$ cat config.mk
export PLATFORM = sky130hd
export DESIGN_NAME = bounce_scheduler
export DESIGN_NICKNAME = d
export VERILOG_FILES = /design/src/rtl/bounce_pkg.sv /design/src/rtl/bounce_axis.sv /design/src/rtl/bounce_scheduler.sv
export SDC_FILE = /design/constraint.sdc
export NUM_CORES = 1
export LEC_CHECK = 0
export BUFFER_PORTS_ARGS = -buffer_cell sky130_fd_sc_hd__buf_2
export CAP_MARGIN = 15
export CELL_PAD_IN_SITES_DETAIL_PLACEMENT = 0
export CELL_PAD_IN_SITES_GLOBAL_PLACEMENT = 2
export CORE_ASPECT_RATIO = 1.5
export CORE_MARGIN = 4
export CORE_UTILIZATION = 45
export CTS_CLUSTER_SIZE = 40
export DETAILED_ROUTE_END_ITERATION = 10
export HOLD_SLACK_MARGIN = 0.05
export PLACE_DENSITY = 0.83
export SYNTH_ARGS = -nofsm -noshare
export SYNTH_HDL_FRONTEND = slang
export SYNTH_HIERARCHICAL = 1
export SYNTH_SLANG_ARGS = --single-unit
$ cat constraint.sdc
create_clock -name clk_pix -period 7.3 [get_ports clk_pix]
set_clock_uncertainty 0.2 [all_clocks]
set_input_delay 0.73 -clock clk_pix [delete_from_list [all_inputs] [get_ports clk_pix]]
set_output_delay 0.73 -clock clk_pix [all_outputs]
set_load 0.05 [all_outputs]
$ cat src/rtl/bounce_pkg.sv
// Shared types for the bounce scheduler: per-object state record and sweep FSM states.
// Coordinate and speed widths are fixed here because obj_t is shared by every user.
package bounce_pkg;
    localparam int CORDW = 12;
    localparam int SPDW  = 4;

    typedef struct packed {
        logic [CORDW-1:0] x;
        logic [CORDW-1:0] y;
        logic             dx;
        logic             dy;
        logic [SPDW-1:0]  spd;
    } obj_t;

    typedef enum logic [2:0] {IDLE, LOAD, CALC, STORE, DONE} state_t;
endpackage

$ cat src/rtl/bounce_axis.sv
// One-axis bounce step: new position/direction from current ones, reflecting at 0 and limit.
// Purely combinational (0 cycles); no flow control.
module bounce_axis
    import bounce_pkg::*;
#(
    parameter int Q_SIZE = 200
) (
    input  logic [CORDW-1:0] pos,
    input  logic             dir,
    input  logic [SPDW-1:0]  spd,
    input  logic [CORDW:0]   limit,
    output logic [CORDW-1:0] pos_next,
    output logic             dir_next
);
    localparam int EW = CORDW + 1;

    logic [CORDW:0] pos_w;
    logic [CORDW:0] spd_w;
    logic [CORDW:0] far_edge;

    // One extra bit so out-of-range positions plus square size never wrap.
    always_comb begin
        pos_w    = {1'b0, pos};
        spd_w    = EW'(spd);
        far_edge = pos_w + EW'(Q_SIZE) + spd_w;
        pos_next = pos;
        dir_next = dir;
        if (!dir) begin
            if (far_edge >= limit - EW'(1)) begin
                pos_next = CORDW'(limit - EW'(Q_SIZE) - EW'(1));
                dir_next = 1'b1;
            end else begin
                pos_next = pos + CORDW'(spd);
            end
        end else begin
            if (pos_w < spd_w) begin
                pos_next = '0;
                dir_next = 1'b0;
            end else begin
                pos_next = pos - CORDW'(spd);
            end
        end
    end
endmodule

$ cat src/rtl/bounce_scheduler.sv
// Sweeps one shared bounce datapath over OBJ_N objects per animated frame, 3 cycles/object + 1 done cycle.
// Config writes are refused (cfg_ready low) for the whole sweep; reads are always served with 1-cycle latency.
module bounce_scheduler
    import bounce_pkg::*;
#(
    parameter int OBJ_N   = 4,
    parameter int H_RES   = 1280,
    parameter int V_RES   = 720,
    parameter int Q_SIZE  = 200,
    parameter int FRAME_N = 1,
    localparam int IDW    = (OBJ_N > 1) ? $clog2(OBJ_N) : 1
) (
    input  logic             clk_pix,
    input  logic             rst_pix_n,
    input  logic             frame,
    input  logic             cfg_we,
    output logic             cfg_ready,
    input  logic [IDW-1:0]   cfg_id,
    input  logic [CORDW-1:0] cfg_x,
    input  logic [CORDW-1:0] cfg_y,
    input  logic             cfg_dx,
    input  logic             cfg_dy,
    input  logic [SPDW-1:0]  cfg_spd,
    input  logic [IDW-1:0]   rd_id,
    output logic [CORDW-1:0] rd_x,
    output logic [CORDW-1:0] rd_y,
    output logic             busy,
    output logic             done,
    output logic             overrun
);
    localparam int EW  = CORDW + 1;
    localparam int FCW = (FRAME_N > 1) ? $clog2(FRAME_N) : 1;
    localparam logic [IDW-1:0] LAST_ID  = IDW'(OBJ_N - 1);
    localparam logic [FCW-1:0] LAST_FRM = FCW'(FRAME_N - 1);
    localparam logic [CORDW:0] H_LIM    = EW'(H_RES);
    localparam logic [CORDW:0] V_LIM    = EW'(V_RES);

    state_t           state;
    state_t           state_nxt;
    obj_t             obj [OBJ_N];
    obj_t             work;
    logic [IDW-1:0]   idx;
    logic [FCW-1:0]   frm_cnt;
    logic [CORDW-1:0] x_nxt;
    logic [CORDW-1:0] y_nxt;
    logic             dx_nxt;
    logic             dy_nxt;

    bounce_axis #(.Q_SIZE(Q_SIZE)) u_axis_x (
        .pos(work.x), .dir(work.dx), .spd(work.spd), .limit(H_LIM),
        .pos_next(x_nxt), .dir_next(dx_nxt)
    );

    bounce_axis #(.Q_SIZE(Q_SIZE)) u_axis_y (
        .pos(work.y), .dir(work.dy), .spd(work.spd), .limit(V_LIM),
        .pos_next(y_nxt), .dir_next(dy_nxt)
    );

    assign busy      = (state != IDLE);
    assign done      = (state == DONE);
    assign cfg_ready = !busy;

    always_comb begin
        state_nxt = state;
        unique case (state)
            IDLE:    if (frame && frm_cnt == '0) state_nxt = LOAD;
            LOAD:    state_nxt = CALC;
            CALC:    state_nxt = STORE;
            STORE:   state_nxt = (idx == LAST_ID) ? DONE : LOAD;
            DONE:    state_nxt = IDLE;
            default: state_nxt = IDLE;
        endcase
    end

    always_ff @(posedge clk_pix or negedge rst_pix_n) begin
        if (!rst_pix_n) begin
            state   <= IDLE;
            idx     <= '0;
            work    <= '0;
            frm_cnt <= '0;
            overrun <= 1'b0;
            rd_x    <= '0;
            rd_y    <= '0;
            for (int i = 0; i < OBJ_N; i++) obj[i] <= '0;
        end else begin
            state <= state_nxt;
            rd_x  <= obj[rd_id].x;
            rd_y  <= obj[rd_id].y;
            if (frame) begin
                frm_cnt <= (frm_cnt == LAST_FRM) ? '0 : frm_cnt + 1'b1;
                if (busy) overrun <= 1'b1;
            end
            // Config writes land only in IDLE, so they never collide with STORE.
            unique case (state)
                IDLE: begin
                    idx <= '0;
                    if (cfg_we) begin
                        obj[cfg_id] <= '{x: cfg_x, y: cfg_y, dx: cfg_dx, dy: cfg_dy, spd: cfg_spd};
                    end
                end
                LOAD:  work <= obj[idx];
                CALC:  work <= '{x: x_nxt, y: y_nxt, dx: dx_nxt, dy: dy_nxt, spd: work.spd};
                STORE: begin
                    obj[idx] <= work;
                    if (idx != LAST_ID) idx <= idx + 1'b1;
                end
                default: ;
            endcase
        end
    end
endmodule
==> results.py, run 1 <==
metrics = {
    "sta": {
        "timing_hold_violations_final": 0,
        "post-route-min-period_ps": 5020,
        "worst_pin_slew_ps": 1060,
        "setup-violations-final": 0,
        "grt_setup_unrepaired": "false",
        "achievable-frequency_mhz": 199,
        "slew_violations": 0,
        "slew_headroom": 0.291,
        "fin_tns_setup_ps": 0,
        "final.period_utilization": 0.687,
    },
    "grt": {
        "global_route_wire_length_before_repair_um": 68900,
        "grt_max_degree": 115,
        "grt_use_total": 0.267,
        "initial_antenna_violation_count": 2,
        "grt_overflow_total": 0,
        "number_of_global_route_vias_before_repair": 11600,
    },
    "status": {
        "run_status": "finished, final reports clean",
    },
    "drt": {
        "viasPerCell": 6.23,
        "detail_route.drc_violations": 0,
        "detailedRoute.firstPassIterationCount": 5,
        "routed-via-count": 11200,
        "first_iter_violations": 986,
        "routedWlPerCell_um": 24.4,
        "drtAntennaViolNets": 0,
        "detail_route.wirelength_um": 43800,
    },
    "critical_path": {
        "timing.critical_path.required_ps": 7440,
        "r2r-start": "work[2]",
        "crit_arrival_ps": 5160,
        "endpoint": "work[21]",
        "crit_start": "work[2]",
        "r2r_cells": 19,
        "critPathMaxFanout": 14,
        "setup.worst_path.start_class": "register",
        "endpoint_of_the_lowest_slack_register_to_register_path": "work[21]",
        "r2r_setup_slack_ps": 2280,
        "timing.critical_path.to_type": "register",
        "crit_type": "reg2reg",
    },
    "clock_tree": {
        "clkTransAtPathRegs_ps": 70,
        "clock-sinks": 180,
        "hold_buffers": 0,
        "post_cts.resized_instances": 0,
        "cts_htree_levels": 4,
        "clockRootBuffer": "sky130_fd_sc_hd__clkbuf_16",
        "cts_tree": "yes",
        "cts_max_path_buffers": 2,
        "cts_made_buffers": 17,
        "post-cts-setup-buffers": 0,
        "worstSkewPairLatency_ps": 460,
    },
    "yosys": {
        "synthDominantAreaCellType": "sky130_fd_sc_hd__dfrtp_1",
        "synth_top_area_frac": 0.330,
        "synthesis.area_um2": 13700,
        "synth_sequential_area_ratio": 0.330,
        "postSynth.topFlopCell": "sky130_fd_sc_hd__dfrtp_1",
        "synth-async-reset-ratio": 1.00,
        "post_synth.cell_area_avg_um2": 10.4,
        "count_of_flip_flops_with_a_built_in_enable_after_synthesis": 0,
        "synth.most_common_cell": "sky130_fd_sc_hd__dfrtp_1",
        "synth_common_cells": "sky130_fd_sc_hd__dfrtp_1, sky130_fd_sc_hd__o22ai_1, sky130_fd_sc_hd__nand3_1, sky130_fd_sc_hd__ha_1, sky130_fd_sc_hd__clkbuf_1",
        "syn_inst": 1313,
        "yosys_warnings": 6,
        "postSynthRegisterBits": 180,
        "yosys.cell_types.count": 66,
        "synth_area_leaders": "sky130_fd_sc_hd__dfrtp_1, sky130_fd_sc_hd__mux4_2, sky130_fd_sc_hd__a2bb2oi_2",
    },
    "power": {
        "power.internal_mw": 4.16,
        "pwr-share-comb": 0.597,
        "share_seq_of_total_power": 0.283,
        "total_leakage_power_nw": 6.09,
        "power.total_mw": 7.76,
        "power_frac_clock": 0.120,
        "switching_power_mw": 3.60,
        "vdd_ir_drop_max_v": 0.000447,
        "switching_portion_of_total_power": 0.464,
        "power_density_over_the_cells_nw_per_um2": 518,
    },
    "place": {
        "gp_routability_congestion": 0.829,
        "dpl-instance-area_um2": 14400,
        "place_inst": 1760,
        "io_buffer_count": 65,
        "detailedPlacementHpwl_um": 26900,
    },
    "finish": {
        "finish.instance_area_um2": 15000,
        "final_cell_count_no_fill": 1793,
        "layout-drive-gt1-share": 0.198,
        "synth_to_layout_area_growth_pct": 9.63,
        "finalNetCount": 1502,
        "final_util": 0.504,
    },
    "floorplan": {
        "floorplan.die.width_um": 150,
        "number_of_rows_created_at_floorplan": 77,
        "die_area_um2": 33200,
        "design.core.area_um2": 29700,
        "initial_utilization": 0.460,
        "dieHeight_um": 221,
        "i_o_pins": 66,
    },
    "hold_path": {
        "worstHoldPathType": "in2async",
    },
    "flow_run": {
        "cap_viol_max_count": 0,
    },
}
critical path, stage by stage, from the launching register on:
cell	delay [ps]
sky130_fd_sc_hd__dfrtp_1	600
sky130_fd_sc_hd__inv_1	170
sky130_fd_sc_hd__ha_1	470
sky130_fd_sc_hd__inv_1	130
sky130_fd_sc_hd__fa_1	470
sky130_fd_sc_hd__nand2_1	90
sky130_fd_sc_hd__a21bo_1	140
sky130_fd_sc_hd__a211oi_1	70
sky130_fd_sc_hd__o21ai_1	150
sky130_fd_sc_hd__a21oi_1	100
sky130_fd_sc_hd__xor2_1	150
sky130_fd_sc_hd__ha_1	330
sky130_fd_sc_hd__nand4_1	150
sky130_fd_sc_hd__nor4_1	300
sky130_fd_sc_hd__a31oi_1	140
sky130_fd_sc_hd__o211ai_2	360
sky130_fd_sc_hd__mux2i_1	320
sky130_fd_sc_hd__o22ai_1	110
sky130_fd_sc_hd__and2_1	190
sky130_fd_sc_hd__a221o_1	250
power by group through the flow:
stage | Combinational, mW | Sequential, mW | Clock, mW
6_report | 4.63 | 2.19 | 0.934
5_1_grt | 5.02 | 2.26 | 0.995
4_1_cts | 4.62 | 2.17 | 0.954
3_5_place_dp | 4.60 | 2.19 | 0
3_3_place_gp | 4.56 | 2.17 | 0
2_1_floorplan | 3.51 | 2.15 | 0
per-stage QoR:
step                hold slack, ps  setup slack [ps]
CTS                            265              2310
finish                         228              2280
detailed placement             243              2330
global route                   307              1990
global placement               238              2330
floorplan                      234              3100
area by class of cell:
class / count / area (µm²)
antenna: 1 / 2.50
clock buffer: 23 / 488
clock inverter: 9 / 96.3
fill: 2841 / 14700
inverter: 62 / 233
multi-input combinational: 1034 / 8630
sequential: 180 / 4510
tap: 395 / 494
timing repair buffer: 89 / 514
sequential cells by signal, indices dropped and copies added (netlist names):
register and cells:
rd_x 12, rd_y 12, state 3, work 30, idx 2, obj 120
overrun 1
cell usage in the layout, fill, tap and decap left out, drive strengths merged, types with 40 or more instances in the layout:
cell,count
inv,63
mux4,54
a2bb2oi,120
ha,70
nand3,128
buf,88
o22ai,137
nor2,42
conb,92
dfrtp,180
nand2,40
xnor2,62
layer usage:
metal | track usage | wire (µm) | vias to the layer above
li1 | - | - | 5035
met1 | 0.359 | 18000 | 5616
met2 | 0.444 | 22100 | 435
met3 | 0.0428 | 2630 | 75
met4 | 0.0804 | 1050 | 2
met5 | 0 | 12 | -
worst min-delay path by stage:
| stage | startpoint | endpoint | cells past startpoint |
|---|---|---|---|
| floorplan | rst_pix_n | idx[0] | 0 |
| global placement | overrun | overrun | 1 |
| detailed placement | overrun | overrun | 1 |
| CTS | rst_pix_n | obj[56] | 1 |
| global route | rst_pix_n | obj[56] | 1 |
| finish | rst_pix_n | obj[56] | 1 |
cells by family (layout without fill, tap and decap cells):
kind of cell	count (synthesis)	count (layout)	share of synthesized area
AO/OA/AOI/OAI	376	376	0.236
XOR/XNOR	91	91	0.0584
adder cells (fa/ha/maj)	80	80	0.0788
buffers and inverters	189	183	0.0656
flip-flops	180	180	0.330
multiplexers	78	78	0.107
other	2	93	0.000550
AND/OR/NAND/NOR	317	317	0.123
(Power assumes the default switching activity.)
==> run 2, diff against run 1 <==
--- a/config.mk
+++ b/config.mk
@@ -5,17 +5,18 @@
 export SDC_FILE = /design/constraint.sdc
 export NUM_CORES = 1
 export LEC_CHECK = 0
+export ABC_AREA = 1
 export BUFFER_PORTS_ARGS = -buffer_cell sky130_fd_sc_hd__buf_2
 export CAP_MARGIN = 15
 export CELL_PAD_IN_SITES_DETAIL_PLACEMENT = 0
 export CELL_PAD_IN_SITES_GLOBAL_PLACEMENT = 2
 export CORE_ASPECT_RATIO = 1.5
 export CORE_MARGIN = 4
-export CORE_UTILIZATION = 45
+export CORE_UTILIZATION = 35
 export CTS_CLUSTER_SIZE = 40
 export DETAILED_ROUTE_END_ITERATION = 10
 export HOLD_SLACK_MARGIN = 0.05
-export PLACE_DENSITY = 0.83
+export PLACE_DENSITY = 0.78
 export SYNTH_ARGS = -nofsm -noshare
 export SYNTH_HDL_FRONTEND = slang
 export SYNTH_HIERARCHICAL = 1
==> constraint.sdc (replaced) <==
create_clock -name clk_pix -period 5.05 [get_ports clk_pix]
set_clock_uncertainty 0.2 [all_clocks]
set_input_delay 0.505 -clock clk_pix [delete_from_list [all_inputs] [get_ports clk_pix]]
set_output_delay 0.505 -clock clk_pix [all_outputs]
set_load 0.05 [all_outputs]
==> results.py, run 2 <==
metrics = {
    "finish": {
        "most_common_cell_after_layout_fill_and_taps_aside": "sky130_fd_sc_hd__nand2_1",
        "finish.instance_area_um2": 17000,
        "top_regs": "obj x120, work x30",
        "num-fill-cells": 4908,
        "largest_reg_flops": 120,
        "layout-drive-gt1-share": 0.0699,
        "largest_register": "obj",
        "final_util": 0.389,
        "insertedDiodeCount": 0,
        "synth_to_layout_area_growth_pct": 10.5,
        "layout_common_cells": "sky130_fd_sc_hd__nand2_1, sky130_fd_sc_hd__nand3_1, sky130_fd_sc_hd__inv_1, sky130_fd_sc_hd__dfrtp_1, sky130_fd_sc_hd__nor2_1",
        "finalNetCount": 2664,
    },
    "sta": {
        "timing_hold_violations_final": 0,
        "achievable-frequency_mhz": 224,
        "slew_headroom": 0.274,
        "final.period_utilization": 0.885,
        "fin_tns_setup_ps": 0,
        "post-route-min-period_ps": 4470,
        "slew_violations": 0,
        "grt_setup_unrepaired": "false",
        "setup-violations-final": 0,
        "worst_pin_slew_ps": 1090,
    },
    "clock_tree": {
        "cts_tree": "yes",
        "worstSkewPairLatency_ps": 450,
        "cts_max_path_buffers": 2,
        "post_cts.resized_instances": 0,
        "hold_buffers": 1,
        "clkTransAtPathRegs_ps": 70,
        "cts_made_buffers": 17,
        "post-cts-setup-buffers": 0,
        "cts_htree_levels": 4,
        "clockRootBuffer": "sky130_fd_sc_hd__clkbuf_16",
        "clock-sinks": 180,
    },
    "critical_path": {
        "crit_type": "reg2reg",
        "endpoint_of_the_lowest_slack_register_to_register_path": "work[21]",
        "slowest_delay_ps": 600,
        "timing.critical_path.to_type": "register",
        "crit_start": "work[2]",
        "count_of_cell_instances_traversed_by_the_critical_path": 28,
        "critical_path_buf_inv_count": 5,
        "endpoint": "work[21]",
        "r2r-start": "work[2]",
        "setup.worst_path.start_class": "register",
        "critPathMaxFanout": 13,
        "timing.critical_path.required_ps": 5200,
        "r2r_setup_slack_ps": 580,
        "timing.critical_path.max_delay_family": "simple AND/OR/NAND/NOR gates",
        "crit_arrival_ps": 4620,
        "cp_slowest_cell": "sky130_fd_sc_hd__dfrtp_1",
        "crit_top_cell": "sky130_fd_sc_hd__nand2_1",
        "r2r_cells": 28,
    },
    "drt": {
        "detailedRoute.firstPassIterationCount": 5,
        "routedWlPerCell_um": 18.9,
        "drtAntennaViolNets": 0,
        "first_iter_violations": 1283,
        "viasPerCell": 5.09,
        "routed-via-count": 16000,
        "detail_route.drc_violations": 0,
        "detail_route.wirelength_um": 59300,
    },
    "power": {
        "total_leakage_power_nw": 9.57,
        "pwr-share-comb": 0.605,
        "power_frac_clock": 0.142,
        "switching_portion_of_total_power": 0.534,
        "power.total_mw": 10.1,
        "power_density_over_the_cells_nw_per_um2": 593,
        "switching_power_mw": 5.40,
        "share_seq_of_total_power": 0.253,
        "vdd_ir_drop_max_v": 0.000262,
        "power.internal_mw": 4.71,
    },
    "floorplan": {
        "dieHeight_um": 265,
        "floorplan.die.width_um": 179,
        "i_o_pins": 66,
        "die_area_um2": 47600,
        "number_of_rows_created_at_floorplan": 94,
        "design.core.area_um2": 43800,
        "initial_utilization": 0.353,
    },
    "yosys": {
        "synth.most_common_cell": "sky130_fd_sc_hd__nand2_1",
        "synthDominantAreaCellType": "sky130_fd_sc_hd__dfrtp_1",
        "synth_area_leaders": "sky130_fd_sc_hd__dfrtp_1, sky130_fd_sc_hd__nand2_1, sky130_fd_sc_hd__nand3_1",
        "synthesis.area_um2": 15400,
        "synth-async-reset-ratio": 1.00,
        "count_of_flip_flops_with_a_built_in_enable_after_synthesis": 0,
        "postSynth.topFlopCell": "sky130_fd_sc_hd__dfrtp_1",
        "post_synth.cell_area_avg_um2": 6.22,
        "yosys.cell_types.count": 40,
        "synth_sequential_area_ratio": 0.292,
        "yosys_warnings": 6,
        "synth_top_area_frac": 0.292,
        "syn_inst": 2481,
        "synth_common_cells": "sky130_fd_sc_hd__nand2_1, sky130_fd_sc_hd__nand3_1, sky130_fd_sc_hd__inv_1, sky130_fd_sc_hd__dfrtp_1, sky130_fd_sc_hd__nor2_1",
        "postSynthRegisterBits": 180,
    },
    "grt": {
        "number_of_global_route_vias_before_repair": 15600,
        "initial_antenna_violation_count": 0,
        "grt_use_total": 0.246,
        "global_route_wire_length_before_repair_um": 92300,
        "grt_max_degree": 103,
        "grt_overflow_total": 0,
    },
    "flow_run": {
        "cap_viol_max_count": 0,
    },
    "status": {
        "run_status": "finished, final reports clean",
    },
    "place": {
        "io_buffer_count": 65,
        "gp_routability_congestion": 0.842,
        "detailedPlacementHpwl_um": 39200,
        "dpl-instance-area_um2": 16400,
    },
    "hold_path": {
        "worstHoldPathType": "in2reg",
    },
}
==> run 2: routing by layer <==
metal	vias to the layer above	global-route usage	share of wire
met5	-	0	0
met4	0	0.0664	0.020
met3	80	0.0300	0.055
met2	452	0.448	0.51
met1	7556	0.308	0.42
li1	7884	-	-
==> run 2: cell type report <==
cell class                 instances  area, µm²  area share
inverter                         230        863      0.0507
clock buffer                      24        482      0.0283
sequential                       180       4510       0.264
clock inverter                     8        123     0.00720
multi-input combinational       2010       9680       0.568
tap                              576        721      0.0423
timing repair buffer             107        664      0.0390
==> run 2: per-stage QoR <==
| step | hold WS (ps) | cells | worst slack (ps) |
|---|---|---|---|
| finish | 85.9 | 3135 | 580 |
| global route | 82.5 | 3135 | 95.2 |
| CTS | 75.9 | 3135 | 518 |
| detailed placement | 248 | 3102 | 521 |
| global placement | 235 | 3102 | 608 |
| floorplan | 9.41 | 2561 | 1200 |
==> run 2: power groups by stage <==
stage / registers (mW) / logic, mW / clock network [mW]
CTS: 2.55 / 6.13 / 1.46
finish: 2.56 / 6.12 / 1.43
floorplan: 2.54 / 4.41 / 0
global route: 2.64 / 6.93 / 1.51
global placement: 2.57 / 6.05 / 0
detailed placement: 2.58 / 6.10 / 0
==> run 2: kinds of logic after synthesis <==
logic type | count (synthesis) | share of synthesized area
compound gates | 135 | 0.0491
xor+xnor | 61 | 0.0346
fa+ha+maj | 80 | 0.0698
buf+inv | 371 | 0.0998
flops | 180 | 0.292
other cells | 2 | 0.000487
simple gates | 1652 | 0.454
==> run 2: worst min-delay path by stage <==
stage          startpoint  endpoint  cells after the start
2_1_floorplan   rst_pix_n    idx[0]                      0
5_1_grt             frame   overrun                      2
3_3_place_gp      overrun   overrun                      1
3_5_place_dp      overrun   overrun                      1
6_report            frame   overrun                      2
4_1_cts             frame   overrun                      2
